$ cat src/rtl/fifo_pkg.sv
// Shared FIFO package: read/write state codes, default widths, depth.
package fifo_pkg;
  localparam int FIFO_DEPTH     = 8;
  localparam int DATA_WIDTH_DEF = 32;
  localparam int LEN_WIDTH_DEF  = 4;

  typedef enum logic [2:0] {
    RD_IDLE  = 3'b000,
    RD_REQ   = 3'b001,
    RD_WAIT  = 3'b010,
    RD_HOLD  = 3'b011,
    RD_DONE  = 3'b100,
    RD_ERROR = 3'b101
  } rd_state_e;

  typedef enum logic [1:0] {
    WR_IDLE  = 2'b00,
    WR_WRITE = 2'b01,
    WR_FULL  = 2'b10
  } wr_state_e;
endpackage

$ cat src/rtl/fifo_reader_ns.sv
// Burst reader next-state and strobe decoder (purely combinational).
module fifo_reader_ns
  import fifo_pkg::*;
(
  input  rd_state_e state,
  input  logic      start,
  input  logic      len_zero,
  input  logic      empty,
  input  logic      rd_ack,
  input  logic      rd_err,
  input  logic      m_ready,
  input  logic      last,
  output rd_state_e next_state,
  output logic      rd_en,
  output logic      load,
  output logic      dec,
  output logic      cap,
  output logic      clr
);
  always_comb begin
    next_state = RD_IDLE;
    rd_en      = 1'b0;
    load       = 1'b0;
    dec        = 1'b0;
    cap        = 1'b0;
    clr        = 1'b0;
    unique case (state)
      RD_IDLE: begin
        if (start && len_zero) begin
          next_state = RD_DONE;
        end else if (start) begin
          load       = 1'b1;
          next_state = RD_REQ;
        end
      end
      RD_REQ: begin
        rd_en      = !empty;
        next_state = empty ? RD_REQ : RD_WAIT;
      end
      RD_WAIT: begin
        if (rd_err) begin
          clr        = 1'b1;
          next_state = RD_ERROR;
        end else if (rd_ack) begin
          cap        = 1'b1;
          next_state = RD_HOLD;
        end else begin
          next_state = RD_WAIT;
        end
      end
      RD_HOLD: begin
        if (m_ready) begin
          dec        = 1'b1;
          next_state = last ? RD_DONE : RD_REQ;
        end else begin
          next_state = RD_HOLD;
        end
      end
      default: next_state = RD_IDLE;
    endcase
  end
endmodule

$ cat src/rtl/fifo_burst_reader.sv
// Read-side burst engine for the 8-entry FIFO.
// FIFO_READER_ERRCNT_EN adds the err_count/err_clr error counter.
module fifo_burst_reader
  import fifo_pkg::*;
#(
  parameter int DATA_WIDTH = DATA_WIDTH_DEF,
  parameter int LEN_WIDTH  = LEN_WIDTH_DEF
) (
  input  logic                  clk,
  input  logic                  reset,
  input  logic                  start,
  input  logic [LEN_WIDTH-1:0]  burst_len,
  input  logic                  empty,
  input  logic                  rd_ack,
  input  logic                  rd_err,
  input  logic [DATA_WIDTH-1:0] dout,
  output logic                  rd_en,
  output logic                  m_valid,
  output logic [DATA_WIDTH-1:0] m_data,
  input  logic                  m_ready,
  output logic                  busy,
  output logic                  done,
  output logic                  err,
`ifdef FIFO_READER_ERRCNT_EN
  input  logic                  err_clr,
  output logic [7:0]            err_count,
`endif
  output logic [LEN_WIDTH-1:0]  words_left
);
  rd_state_e             state_q, state_d;
  logic [LEN_WIDTH-1:0]  words_left_q, words_left_d;
  logic [DATA_WIDTH-1:0] m_data_q, m_data_d;
  logic                  load, dec, cap, clr, last;

  assign last = (words_left_q == LEN_WIDTH'(1));

  fifo_reader_ns u_ns (
    .state      (state_q),
    .start      (start),
    .len_zero   (burst_len == '0),
    .empty      (empty),
    .rd_ack     (rd_ack),
    .rd_err     (rd_err),
    .m_ready    (m_ready),
    .last       (last),
    .next_state (state_d),
    .rd_en      (rd_en),
    .load       (load),
    .dec        (dec),
    .cap        (cap),
    .clr        (clr)
  );

  always_comb begin
    words_left_d = words_left_q;
    m_data_d     = m_data_q;
    if (load)
      words_left_d = burst_len;
    else if (clr)
      words_left_d = '0;
    else if (dec && words_left_q != '0)
      words_left_d = words_left_q - 1'b1;
    if (cap)
      m_data_d = dout;
  end

  always_ff @(posedge clk) begin
    if (reset) begin
      state_q      <= RD_IDLE;
      words_left_q <= '0;
      m_data_q     <= '0;
    end else begin
      state_q      <= state_d;
      words_left_q <= words_left_d;
      m_data_q     <= m_data_d;
    end
  end

  assign m_valid    = (state_q == RD_HOLD);
  assign busy       = (state_q == RD_REQ) ||
                      (state_q == RD_WAIT) ||
                      (state_q == RD_HOLD);
  assign done       = (state_q == RD_DONE);
  assign err        = (state_q == RD_ERROR);
  assign m_data     = m_data_q;
  assign words_left = words_left_q;

`ifdef FIFO_READER_ERRCNT_EN
  logic [7:0] err_count_q, err_count_d;

  // clear wins over a same-cycle increment
  always_comb begin
    err_count_d = err_count_q;
    if (err_clr)
      err_count_d = '0;
    else if (clr && err_count_q != 8'hff)
      err_count_d = err_count_q + 8'd1;
  end

  always_ff @(posedge clk) begin
    if (reset)
      err_count_q <= '0;
    else
      err_count_q <= err_count_d;
  end

  assign err_count = err_count_q;
`endif
endmodule

$ cat config.mk
export PLATFORM = sky130hd
export DESIGN_NAME = fifo_burst_reader
export DESIGN_NICKNAME = d
export VERILOG_FILES = /design/src/rtl/fifo_pkg.sv /design/src/rtl/fifo_reader_ns.sv /design/src/rtl/fifo_burst_reader.sv
export SDC_FILE = /design/constraint.sdc
export NUM_CORES = 1
export LEC_CHECK = 0
export ABC_AREA = 1
export BUFFER_PORTS_ARGS = -buffer_cell sky130_fd_sc_hd__clkbuf_2
export CAP_MARGIN = 0
export CORE_MARGIN = 2
export CORE_UTILIZATION = 45
export CTS_CLUSTER_SIZE = 40
export DETAILED_ROUTE_END_ITERATION = 8
export HOLD_SLACK_MARGIN = 0.03
export PLACE_DENSITY = 0.79
export REMOVE_ABC_BUFFERS = 1
export SYNTH_ARGS = -nofsm -noshare
export SYNTH_HDL_FRONTEND = slang
export SYNTH_SLANG_ARGS = --single-unit
export TNS_END_PERCENT = 100
$ cat constraint.sdc
create_clock -name clk -period 1.55 [get_ports clk]
set_input_delay 0.0775 -clock clk [delete_from_list [all_inputs] [get_ports clk]]
set_output_delay 0.0775 -clock clk [all_outputs]
set_load 0.02 [all_outputs]
==> flow_metrics.env <==
export IMPL_clk_latency_ns=0.28
export IMPL_die_area_um2=4230
export IMPL_start_kind="flip-flop"
export IMPL_synth_seq_area_share_pct=46.5
export IMPL_dr_pass1_iters=4
export IMPL_cts_tree="done"
export IMPL_dieWidth_um=65.1
export IMPL_synth_top_area_share_pct=46.5
export IMPL_whs_ns=0.0450
export IMPL_maxSlewViolCount=0
export IMPL_netlist_instances=233
export IMPL_finalNetCount=362
export IMPL_status="complete, no violations"
export IMPL_cts_setup_buffers=0
export IMPL_synthFlopType="dfxtp_1"
export IMPL_cts_htree_levels=2
export IMPL_finalCritPeriodShare_pct=93.8
export IMPL_netlist_top_cells_count="nor2_1, dfxtp_1, o21ai_0, nand2_1, inv_1"
export IMPL_synth_distinct_cells=23
export IMPL_yosys_area_top_type="dfxtp_1"
export IMPL_tns_ns=0
export IMPL_ant_nets=0
export IMPL_dpl_hpwl_um=2830
export IMPL_clk_path_buf_depth=2
export IMPL_area_growth_pct=33.1
export IMPL_fin_area_um2=2230
export IMPL_synth_edf_count=0
export IMPL_crit_type="reg2out"
export IMPL_worst_ir_drop_vdd_mv=0.604
export IMPL_drt_initial_drc_count=109
export IMPL_fin_cells=366
export IMPL_core_area_um2=3630
export IMPL_hold_class="in2reg"
export IMPL_cts_buffers=5
export IMPL_root_buffer="clkbuf_8"
export IMPL_drc=0
export IMPL_grt_pass1_vias=1491
export IMPL_cellLeakagePower_nw=1.11
export IMPL_skew_ns=0.00125
export IMPL_drt_wl_total_um=3820
export IMPL_fin_crit_ns=1.45
export IMPL_track_usage_pct=19.0
export IMPL_drv_cap=0
export IMPL_synthTopCellsByArea="dfxtp_1, nor2_1, o21ai_0"
export IMPL_finalHoldViolCount=0
export IMPL_port_buffers=83
export IMPL_grt_overflow=0
export IMPL_rsz0062_at_grt="true"
export IMPL_grt_max_degree=39
export IMPL_fillers=356
export IMPL_power_density_nw_per_um2=979
export IMPL_row_count=22
export IMPL_synthArstFlopShare_pct=0
export IMPL_ys_ff_latch=39
export IMPL_avgSynthCellArea_um2=7.20
export IMPL_arrival_ns=1.38
export IMPL_setup_violations=0
export IMPL_clk_pin_slew_ns=0.07
export IMPL_initial_core_util_pct=46.2
export IMPL_endpoint_kind="output port"
export IMPL_clock_sinks=39
export IMPL_synth_most_common_cell="nor2_1"
export IMPL_grt_pass1_wl_um=6330
export IMPL_fmax_mhz=687
export IMPL_vias=1702
export IMPL_antenna_found_initial=0
export IMPL_tightest_slew_ns=0.403
export IMPL_place_area_um2=2110
export IMPL_required_ns=1.47
export IMPL_wire_per_inst_um=10.4
export IMPL_netlist_area_um2=1680
export IMPL_via_per_inst=4.65
export IMPL_place_inst=357
export IMPL_ys_warn_count=0
export IMPL_drive_gt1_share_pct=33.0
export IMPL_io_pins=84
export IMPL_diodes=0
export IMPL_crit_fanout=5
export IMPL_relSlewSlack_pct=73.1
export IMPL_die_y_um=65.1
export IMPL_place_congestion=0.835
final timing paths:
check / to / cells past startpoint / startpoint / slack, ns
min reg2reg: m_data[4]$_SDFFE_PP0P_ / 2 / m_data[4]$_SDFFE_PP0P_ / 0.48
max: rd_en / 6 / state_q[0]$_SDFF_PP0_ / 0.1
max reg2reg: m_data[16]$_SDFFE_PP0P_ / 6 / state_q[1]$_SDFF_PP0_ / 0.14
min: m_data[26]$_SDFFE_PP0P_ / 3 / dout[26] / 0.05
stage by stage:
step	power [mW]	setup WS (ns)	utilization, %
after floorplan	1.34	0.111	-
after global placement	1.47	0.151	58.1
after detailed placement	1.48	0.109	58.1
after CTS	2.21	0.00965	61.3
after global routing	2.31	-0.0326	61.5
final	2.19	0.0953	61.5
sequential cells by signal, summed over array words and instances, names as in the netlist:
signal / flops
m_data: 32
words_left: 4
state_q: 3
metal layers:
| metal | vias to the layer above | global-route usage, % | routed length [um] |
|---|---|---|---|
| met5 | - | 0 | 0 |
| li1 | 903 | - | - |
| met1 | 733 | 22.7 | 1740 |
| met3 | 4 | 6.25 | 291 |
| met4 | 0 | 5.73 | 34 |
| met2 | 62 | 32.6 | 1760 |
layout make-up:
class / instances / area [um^2] / share of cell area, %
multi-input cells: 168 / 782 / 35.0
well taps: 48 / 60.1 / 2.69
repair buffers: 87 / 448 / 20.1
inverters: 16 / 61.3 / 2.75
clock buffers: 8 / 100 / 4.48
flip-flops and latches: 39 / 782 / 35.0
timing repair:
action                                  in CTS  in global routing
gates resized for setup                      1                  2
hold buffers                                 1                  0
endpoints found under the setup margin       1                  5
cloned                                       0                  0
endpoints found under the hold margin        1                  0
kinds of logic (layout without fill, tap and decap cells):
| family | Yosys count | count (layout) | synth area share [%] |
|---|---|---|---|
| and+or+nand+nor | 129 | 129 | 33.1 |
| xor gates and xnor gates | 1 | 1 | 0.522 |
| buffers and inverters | 26 | 111 | 7.46 |
| AOI/OAI and AO/OA | 36 | 36 | 10.9 |
| DFF | 39 | 39 | 46.5 |
| adders and majority gates | 2 | 2 | 1.49 |
worst max-delay path: stages, from the launching register on:
cell      delay, ns
dfxtp_2        0.37
inv_1          0.10
nor3_2         0.15
inv_1          0.05
or2_1          0.22
inv_1          0.06
clkbuf_2       0.15
cells in the final DEF, fill, tap and decap left out, types with 2 or more instances in the layout:
master,instances
nor2_1,80
buf_4,3
ha_1,2
inv_1,13
dfxtp_1,38
inv_2,2
nand3_2,3
nand4_1,6
nand2_1,27
nor3_1,2
clkbuf_8,7
nand3_1,5
o21ai_0,34
clkbuf_2,83
power breakdown:
group / switching, mW / leakage (nW) / internal, mW
sequential: 0.0327 / 0.316 / 1.04
combinational: 0.235 / 0.743 / 0.157
clock: 0.317 / 0.0515 / 0.406
total: 0.584 / 1.11 / 1.60
(Power assumes the default switching activity.)
